[config.mk]
export PLATFORM = sky130hd
export DESIGN_NAME = con_uart_dump_flat
export DESIGN_NICKNAME = d
export VERILOG_FILES = /design/src/rtl/con_uart_dump_if.sv /design/src/rtl/con_uart_dump.sv /design/src/flat_wrapper.sv
export SDC_FILE = /design/constraint.sdc
export NUM_CORES = 1
export LEC_CHECK = 0
export ABC_AREA = 1
export CAP_MARGIN = 20
export CORE_UTILIZATION = 48
export DETAILED_ROUTE_END_ITERATION = 7
export GPL_ROUTABILITY_DRIVEN = 1
export GPL_TIMING_DRIVEN = 0
export PLACE_DENSITY = 0.77
export SYNTH_ARGS = -nofsm -noshare
export SYNTH_HDL_FRONTEND = slang
export SYNTH_SLANG_ARGS = --single-unit
[constraint.sdc]
create_clock -name con_clk -period 1.7 [get_ports con_clk]
set_clock_uncertainty 0.1 [all_clocks]
set_input_delay 0.34 -clock con_clk [delete_from_list [all_inputs] [get_ports con_clk]]
set_output_delay 0.34 -clock con_clk [all_outputs]
set_load 0.02 [all_outputs]
[src/rtl/con_uart_dump_if.sv]
`default_nettype none
// +----------------------------------------------------------------------------+
// | Module  : con_uart_dump_if                                                 |
// | Brief   : Controller-port bundle (address, byte enables, write/read data). |
// | Rev     : 1.0  initial release                                             |
// +----------------------------------------------------------------------------+
interface con_uart_dump_if #(
    parameter int ADDR_BITS = 14
);
    logic [ADDR_BITS-1:0] con_addr;
    logic [3:0]           con_write;
    logic [31:0]          con_in;
    logic [31:0]          con_out;

    modport master (output con_addr, output con_write, output con_in, input  con_out);
    modport slave  (input  con_addr, input  con_write, input  con_in, output con_out);
endinterface
`default_nettype wire

[src/rtl/con_uart_dump.sv]
`default_nettype none
// +----------------------------------------------------------------------------+
// | Module  : con_uart_dump                                                    |
// | Brief   : Reads a block of core-memory words and streams them big-endian   |
// |           over an 8N1 UART, then posts a completion status word.           |
// | Rev     : 1.0  initial release                                             |
// +----------------------------------------------------------------------------+
module con_uart_dump #(
    parameter int                   CLKS_PER_BIT = 868,
    parameter int                   ADDR_BITS    = 14,
    parameter logic [ADDR_BITS-1:0] STATUS_ADDR  = 14'h2000
) (
    input  wire logic                 con_clk,
    input  wire logic                 rst,
    input  wire logic                 start,
    input  wire logic [ADDR_BITS-1:0] start_addr,
    input  wire logic [ADDR_BITS-2:0] word_count,
    con_uart_dump_if.master           con,
    output logic                      uart_tx,
    output logic                      busy,
    output logic                      done
);

    localparam logic [2:0] c_ST_IDLE    = 3'd0;
    localparam logic [2:0] c_ST_READ    = 3'd1;
    localparam logic [2:0] c_ST_CAPTURE = 3'd2;
    localparam logic [2:0] c_ST_TX      = 3'd3;
    localparam logic [2:0] c_ST_STATUS  = 3'd4;
    localparam logic [2:0] c_ST_DONE    = 3'd5;

    localparam int                     c_CNT_W     = (CLKS_PER_BIT > 2) ? $clog2(CLKS_PER_BIT) : 1;
    localparam logic [c_CNT_W-1:0]     c_CNT_MAX   = c_CNT_W'(CLKS_PER_BIT - 1);
    localparam logic [3:0]             c_STOP_BIT  = 4'd9;
    localparam logic [ADDR_BITS-1:0]   c_CORE_MASK = {1'b0, {(ADDR_BITS-1){1'b1}}};
    localparam logic [ADDR_BITS-2:0]   c_ONE       = (ADDR_BITS-1)'(1);

    logic [2:0]           r_state;
    logic [2:0]           w_next_state;
    logic [ADDR_BITS-1:0] r_addr;
    logic [ADDR_BITS-1:0] r_last_addr;
    logic [ADDR_BITS-2:0] r_remaining;
    logic [ADDR_BITS-2:0] r_sent;
    logic [31:0]          r_shift_word;
    logic [1:0]           r_byte_idx;
    logic [3:0]           r_bit_idx;
    logic [c_CNT_W-1:0]   r_clk_cnt;
    logic                 w_bit_end;
    logic                 w_word_end;
    logic [7:0]           w_cur_byte;
    logic [2:0]           w_data_idx;

    assign w_bit_end  = (r_clk_cnt == c_CNT_MAX);
    assign w_word_end = (r_state == c_ST_TX) && w_bit_end &&
                        (r_bit_idx == c_STOP_BIT) && (r_byte_idx == 2'd3);
    // The outgoing byte is always the top byte; the word shifts left after each stop bit.
    assign w_cur_byte = r_shift_word[31:24];
    assign w_data_idx = 3'(r_bit_idx - 4'd1);

    always_ff @(posedge con_clk) begin
        if (rst) begin
            r_state <= c_ST_IDLE;
        end else begin
            r_state <= w_next_state;
        end
    end

    always_comb begin
        w_next_state = r_state;
        case (r_state)
            c_ST_IDLE:    if (start) w_next_state = (word_count == '0) ? c_ST_STATUS : c_ST_READ;
            c_ST_READ:    w_next_state = c_ST_CAPTURE;
            c_ST_CAPTURE: w_next_state = c_ST_TX;
            c_ST_TX:      if (w_word_end) w_next_state = (r_remaining == c_ONE) ? c_ST_STATUS : c_ST_READ;
            c_ST_STATUS:  w_next_state = c_ST_DONE;
            c_ST_DONE:    w_next_state = c_ST_IDLE;
            default:      w_next_state = c_ST_IDLE;
        endcase
    end

    always_comb begin
        uart_tx       = 1'b1;
        busy          = (r_state != c_ST_IDLE);
        done          = (r_state == c_ST_DONE);
        con.con_addr  = r_last_addr;
        con.con_write = 4'h0;
        con.con_in    = 32'h0;
        case (r_state)
            c_ST_READ: con.con_addr = r_addr;
            c_ST_TX: begin
                if (r_bit_idx == 4'd0) begin
                    uart_tx = 1'b0;
                end else if (r_bit_idx != c_STOP_BIT) begin
                    uart_tx = w_cur_byte[w_data_idx];
                end
            end
            c_ST_STATUS: begin
                con.con_addr  = STATUS_ADDR;
                con.con_write = 4'hF;
                con.con_in    = {1'b1, {(32-ADDR_BITS){1'b0}}, r_sent};
            end
            default: ;
        endcase
    end

    always_ff @(posedge con_clk) begin
        if (rst) begin
            r_addr       <= '0;
            r_last_addr  <= '0;
            r_remaining  <= '0;
            r_sent       <= '0;
            r_shift_word <= '0;
            r_byte_idx   <= '0;
            r_bit_idx    <= '0;
            r_clk_cnt    <= '0;
        end else begin
            case (r_state)
                c_ST_IDLE: begin
                    if (start) begin
                        // Reads always target core memory, so the region-select bit is dropped.
                        r_addr      <= start_addr & c_CORE_MASK;
                        r_remaining <= word_count;
                        r_sent      <= '0;
                    end
                end
                c_ST_READ: r_last_addr <= r_addr;
                c_ST_CAPTURE: begin
                    r_shift_word <= con.con_out;
                    r_byte_idx   <= '0;
                    r_bit_idx    <= '0;
                    r_clk_cnt    <= '0;
                end
                c_ST_TX: begin
                    if (w_bit_end) begin
                        r_clk_cnt <= '0;
                        if (r_bit_idx == c_STOP_BIT) begin
                            r_bit_idx    <= '0;
                            r_byte_idx   <= r_byte_idx + 2'd1;
                            r_shift_word <= {r_shift_word[23:0], 8'h00};
                            if (r_byte_idx == 2'd3) begin
                                r_sent      <= r_sent + c_ONE;
                                r_remaining <= r_remaining - c_ONE;
                                r_addr      <= {1'b0, r_addr[ADDR_BITS-2:0] + c_ONE};
                            end
                        end else begin
                            r_bit_idx <= r_bit_idx + 4'd1;
                        end
                    end else begin
                        r_clk_cnt <= r_clk_cnt + c_CNT_W'(1);
                    end
                end
                c_ST_STATUS: r_last_addr <= STATUS_ADDR;
                default: ;
            endcase
        end
    end

endmodule
`default_nettype wire

[src/flat_wrapper.sv]
// flat-port wrapper written by rule: the top's interface ports become plain ports
module con_uart_dump_flat 
#(
    parameter int                   CLKS_PER_BIT = 868,
    parameter int                   ADDR_BITS    = 14,
    parameter logic [ADDR_BITS-1:0] STATUS_ADDR  = 14'h2000
)
  (con_clk, rst, start, start_addr, word_count, uart_tx, busy, done, con_con_addr, con_con_write, con_con_in, con_con_out);
  con_uart_dump_if #(.ADDR_BITS(ADDR_BITS)) con_i ();
  input  wire logic con_clk;
  input  wire logic rst;
  input  wire logic start;
  input  wire logic [ADDR_BITS-1:0] start_addr;
  input  wire logic [ADDR_BITS-2:0] word_count;
  output logic uart_tx;
  output logic busy;
  output logic done;
  output wire logic [$bits(con_i.con_addr)-1:0] con_con_addr;
  output wire logic [$bits(con_i.con_write)-1:0] con_con_write;
  output wire logic [$bits(con_i.con_in)-1:0] con_con_in;
  input wire logic [$bits(con_i.con_out)-1:0] con_con_out;
  assign con_con_addr = con_i.con_addr;
  assign con_con_write = con_i.con_write;
  assign con_con_in = con_i.con_in;
  assign con_i.con_out = con_con_out;
  con_uart_dump #(.CLKS_PER_BIT(CLKS_PER_BIT), .ADDR_BITS(ADDR_BITS), .STATUS_ADDR(STATUS_ADDR)) u_core (.con_clk(con_clk), .rst(rst), .start(start), .start_addr(start_addr), .word_count(word_count), .con(con_i), .uart_tx(uart_tx), .busy(busy), .done(done));
endmodule
==> results by group <==
GRT
  • First-pass GRT wire length: 28300 microns
  • Grt ovf: 0
  • Vias in the first global route: 5909
  • Initial antenna violation count: 0
  • Largest net degree at the start of global routing: 16
  • GRT Total Usage: 27.7%

Drt
  • Initial DRC Count: 475
  • Drt pass-1 iters: 5
  • Routed length per placed instance: 13.9 microns
  • Routed Antenna Nets: 0
  • # DRC: 0
  • Mean number of vias per cell: 5.12
  • Via count: 6755
  • Routed WL: 18300 microns

STA
  • Min Tclk post-route: around 2000 ps
  • Final Max Slew Viols: 0
  • Final hold slack: 365 ps
  • Hold Vio Cnt, Final: 0
  • Fmax: 495 MHz
  • Period utilisation layout: 119%
  • TNS Setup: -13640 ps
  • Worst-margin pin slew: 717 ps
  • Worst setup margin: -318 ps
  • Max-slew headroom at the worst pin: 52.2%
  • RSZ-0062 raised after global routing: true
  • Final setup viols: 110

Pwr
  • Clk pwr share: 16.5%
  • Reg power frac: 30.1%
  • Pint: roughly 7 mW
  • Worst VDD drop: 0.000651 V
  • Switch Pwr: 5.01 mW
  • Pwr Density: 1370 nW/um^2
  • Pwr Total: 11.9 mW
  • Net Sw Frac: 42.2%
  • Logic pwr share: 53.4%
  • Static leakage: 3.64 nW

Die
  • Cell Rows: 40
  • IO Count: 115
  • Starting density of the core: about half
  • Die X: 114 microns
  • Core box area: 12100 sq um
  • Die Area: about 13000 sq um
  • Chip height: 114 microns

Worst hold path
  • Min-Delay Path Class: reg -> reg

Clock tree
  • Clock Sinks: ~100
  • Clock Latency Late Sink: 350 ps
  • Root buffer cell: clkbuf_16
  • Clock Pin Slew Worst Setup and Hold Paths: roughly 70 ps
  • Clock Path Buffers: 2
  • Number of H-tree levels: 3
  • TritonCTS Buffers: 9
  • CTS tree: yes

Run status
  • Run status: finished with violations
  • Violated checks: negative setup slack

Setup path
  • Worst path slowest cell: dfxtp_4
  • Req. time, crit path: 1260 ps
  • Crit Path Class: reg -> out
  • Max stage delay on crit path: roughly 430 ps
  • WP data arrival: 1580 ps
  • CP Buf/Inv Count: 3
  • Worst-path maximum fanout: 6
  • CP startpoint kind: register
  • Worst-path cell chain: inv_4, nand3_4, nand2_8, clkbuf_16, o22ai_4, buf_6
  • Worst path top cell family by delay: flip-flops
  • Worst setup EP type: output pin

Synthesis
  • Dominant cells by area after synthesis: dfxtp_1, nand2_1, nor2_1, inv_1, o21ai_0
  • Synth Flop Type: dfxtp_1
  • Leading area contributor after synthesis: dfxtp_1
  • Post-synthesis cell area: 5970 sq um
  • Synth unique cells: 31
  • Top post-synthesis cells by count: nand2_1, nor2_1, dfxtp_1
  • Cells after synthesis: 984
  • Post-synth top area share: 34.9%
  • Top-count cell post-synth: nand2_1
  • Ys Warns: 0
  • Post-synthesis async set-or-reset flop share: 0%
  • Post-synth EDFFs: 0
  • Synthesized flop and latch total: 104
  • Sequential-to-total area share from yosys stat: 34.9%
  • Avg Inst Size Synth: 6.07 sq um

Place
  • Setup WS pre-CTS: -967 ps
  • Placed Instances: between 1000 and 1500
  • Port-buffer cells: between 90 and 100
  • Final GP Congestion: 0.956
  • Hpwl dp: 12300 microns
  • DP Area: roughly 7300 sq um

Cells and area
  • Layout cells sized above 1: 20.1%
  • N_diodes: 0
  • Synth-to-Final Area Change: 45.5%
  • Nets: 1218
  • Post-route cell area: 8680 sq um
  • Final Util: 72.0%
  • Cell Count, Final, Fillers Out: 1319

Run
  • MaxCap Viol Count: 0
==> path summary, 6_finish.rpt <==
check / to / start / cells after the start / slack, ps
worst max-delay path: con_con_addr[11] / u_core.r_state[2] / 6 / -320
worst min-delay path: u_core.r_shift_word[5] / u_core.r_shift_word[5] / 2 / 370
worst max register to register: u_core.r_sent[4] / u_core.r_state[2] / 12 / -250
worst min register to register: u_core.r_shift_word[5] / u_core.r_shift_word[5] / 2 / 370
==> what timing repair did <==
action | 4_1_cts | 5_1_grt
setup endpoints to repair | 136 | 124
resized for setup | 323 | 112
setup buffers | 20 | 16
gates cloned | 4 | 1
hold buffers | 0 | 0
pin swaps | 15 | 17
==> kinds of logic (layout without fill, tap and decap cells) <==
family	after synthesis	count (layout)	synth area share, %
AOI/OAI and AO/OA	133	133	11.6
adders and majority gates	9	9	1.89
and+or+nand+nor	569	569	38.3
buffers and inverters	161	311	12.2
DFF	104	104	34.9
other	1	18	0.0628
muxes	1	1	0.168
xor gates and xnor gates	6	6	0.880
==> flip-flops by register name (all words and copies together), names as in the netlist <==
signal and flops:
u_core.r_addr 13, u_core.r_bit_idx 4, u_core.r_byte_idx 2, u_core.r_clk_cnt 10
u_core.r_last_addr 14, u_core.r_remaining 13, u_core.r_sent 13, u_core.r_shift_word 32
u_core.r_state 3
==> cell type report <==
type	instances	area, sq um
multi-input cells	736	3740
fillers	965	3380
flip-flops and latches	104	2100
repair buffers	135	1400
plain buffers	61	546
inverters	100	405
clock buffers	12	256
well taps	168	210
clock inverters	3	17.5
==> per-layer routing <==
metal | vias up | track usage, % | routed length [microns]
met4 | 0 | 10.2 | 387
met5 | - | 0 | 0
met3 | 38 | 4.46 | 1310
li1 | 3392 | - | -
met2 | 279 | 46.5 | 8820
met1 | 3046 | 35.8 | 7770
==> placed cells by master, fill, tap and decap left out, drive strengths merged <==
master	Yosys	final
mux2i	1	1
inv	100	99
o32ai	1	1
nand2	309	309
nand4	12	12
nand3	55	55
nand3b	3	3
nor3b	2	2
xor2	6	6
conb	1	18
o21a	1	1
clkbuf	18	28
a21oi	55	55
o21ai	59	59
buf	43	119
nor2	178	178
nor3	5	5
ha	9	9
clkdlybuf4s50	0	60
a211oi	1	1
and3	1	1
clkinvlp	0	1
or2	4	4
bufbuf	0	1
a31oi	1	1
o22ai	15	15
dfxtp	104	104
clkinv	0	3
==> power groups by stage <==
stage                     combinational, mW  clock [mW]  sequential (mW)
after floorplan                        3.34           0             3.44
after global placement                 4.47           0             3.56
after detailed placement               4.53           0             3.56
after CTS                              5.60        1.98             3.54
after global routing                   6.91        2.08             3.63
final                                  6.35        1.97             3.57
==> worst register-to-register path: cells and delay by family, from the launching register on <==
kind                   cells  cell delay [ps]
buffers and inverters      6              760
AND/OR/NAND/NOR            5              510
flip-flops                 1              390
AO/OA/AOI/OAI              1              110
Power figures use the tool's default switching activity.
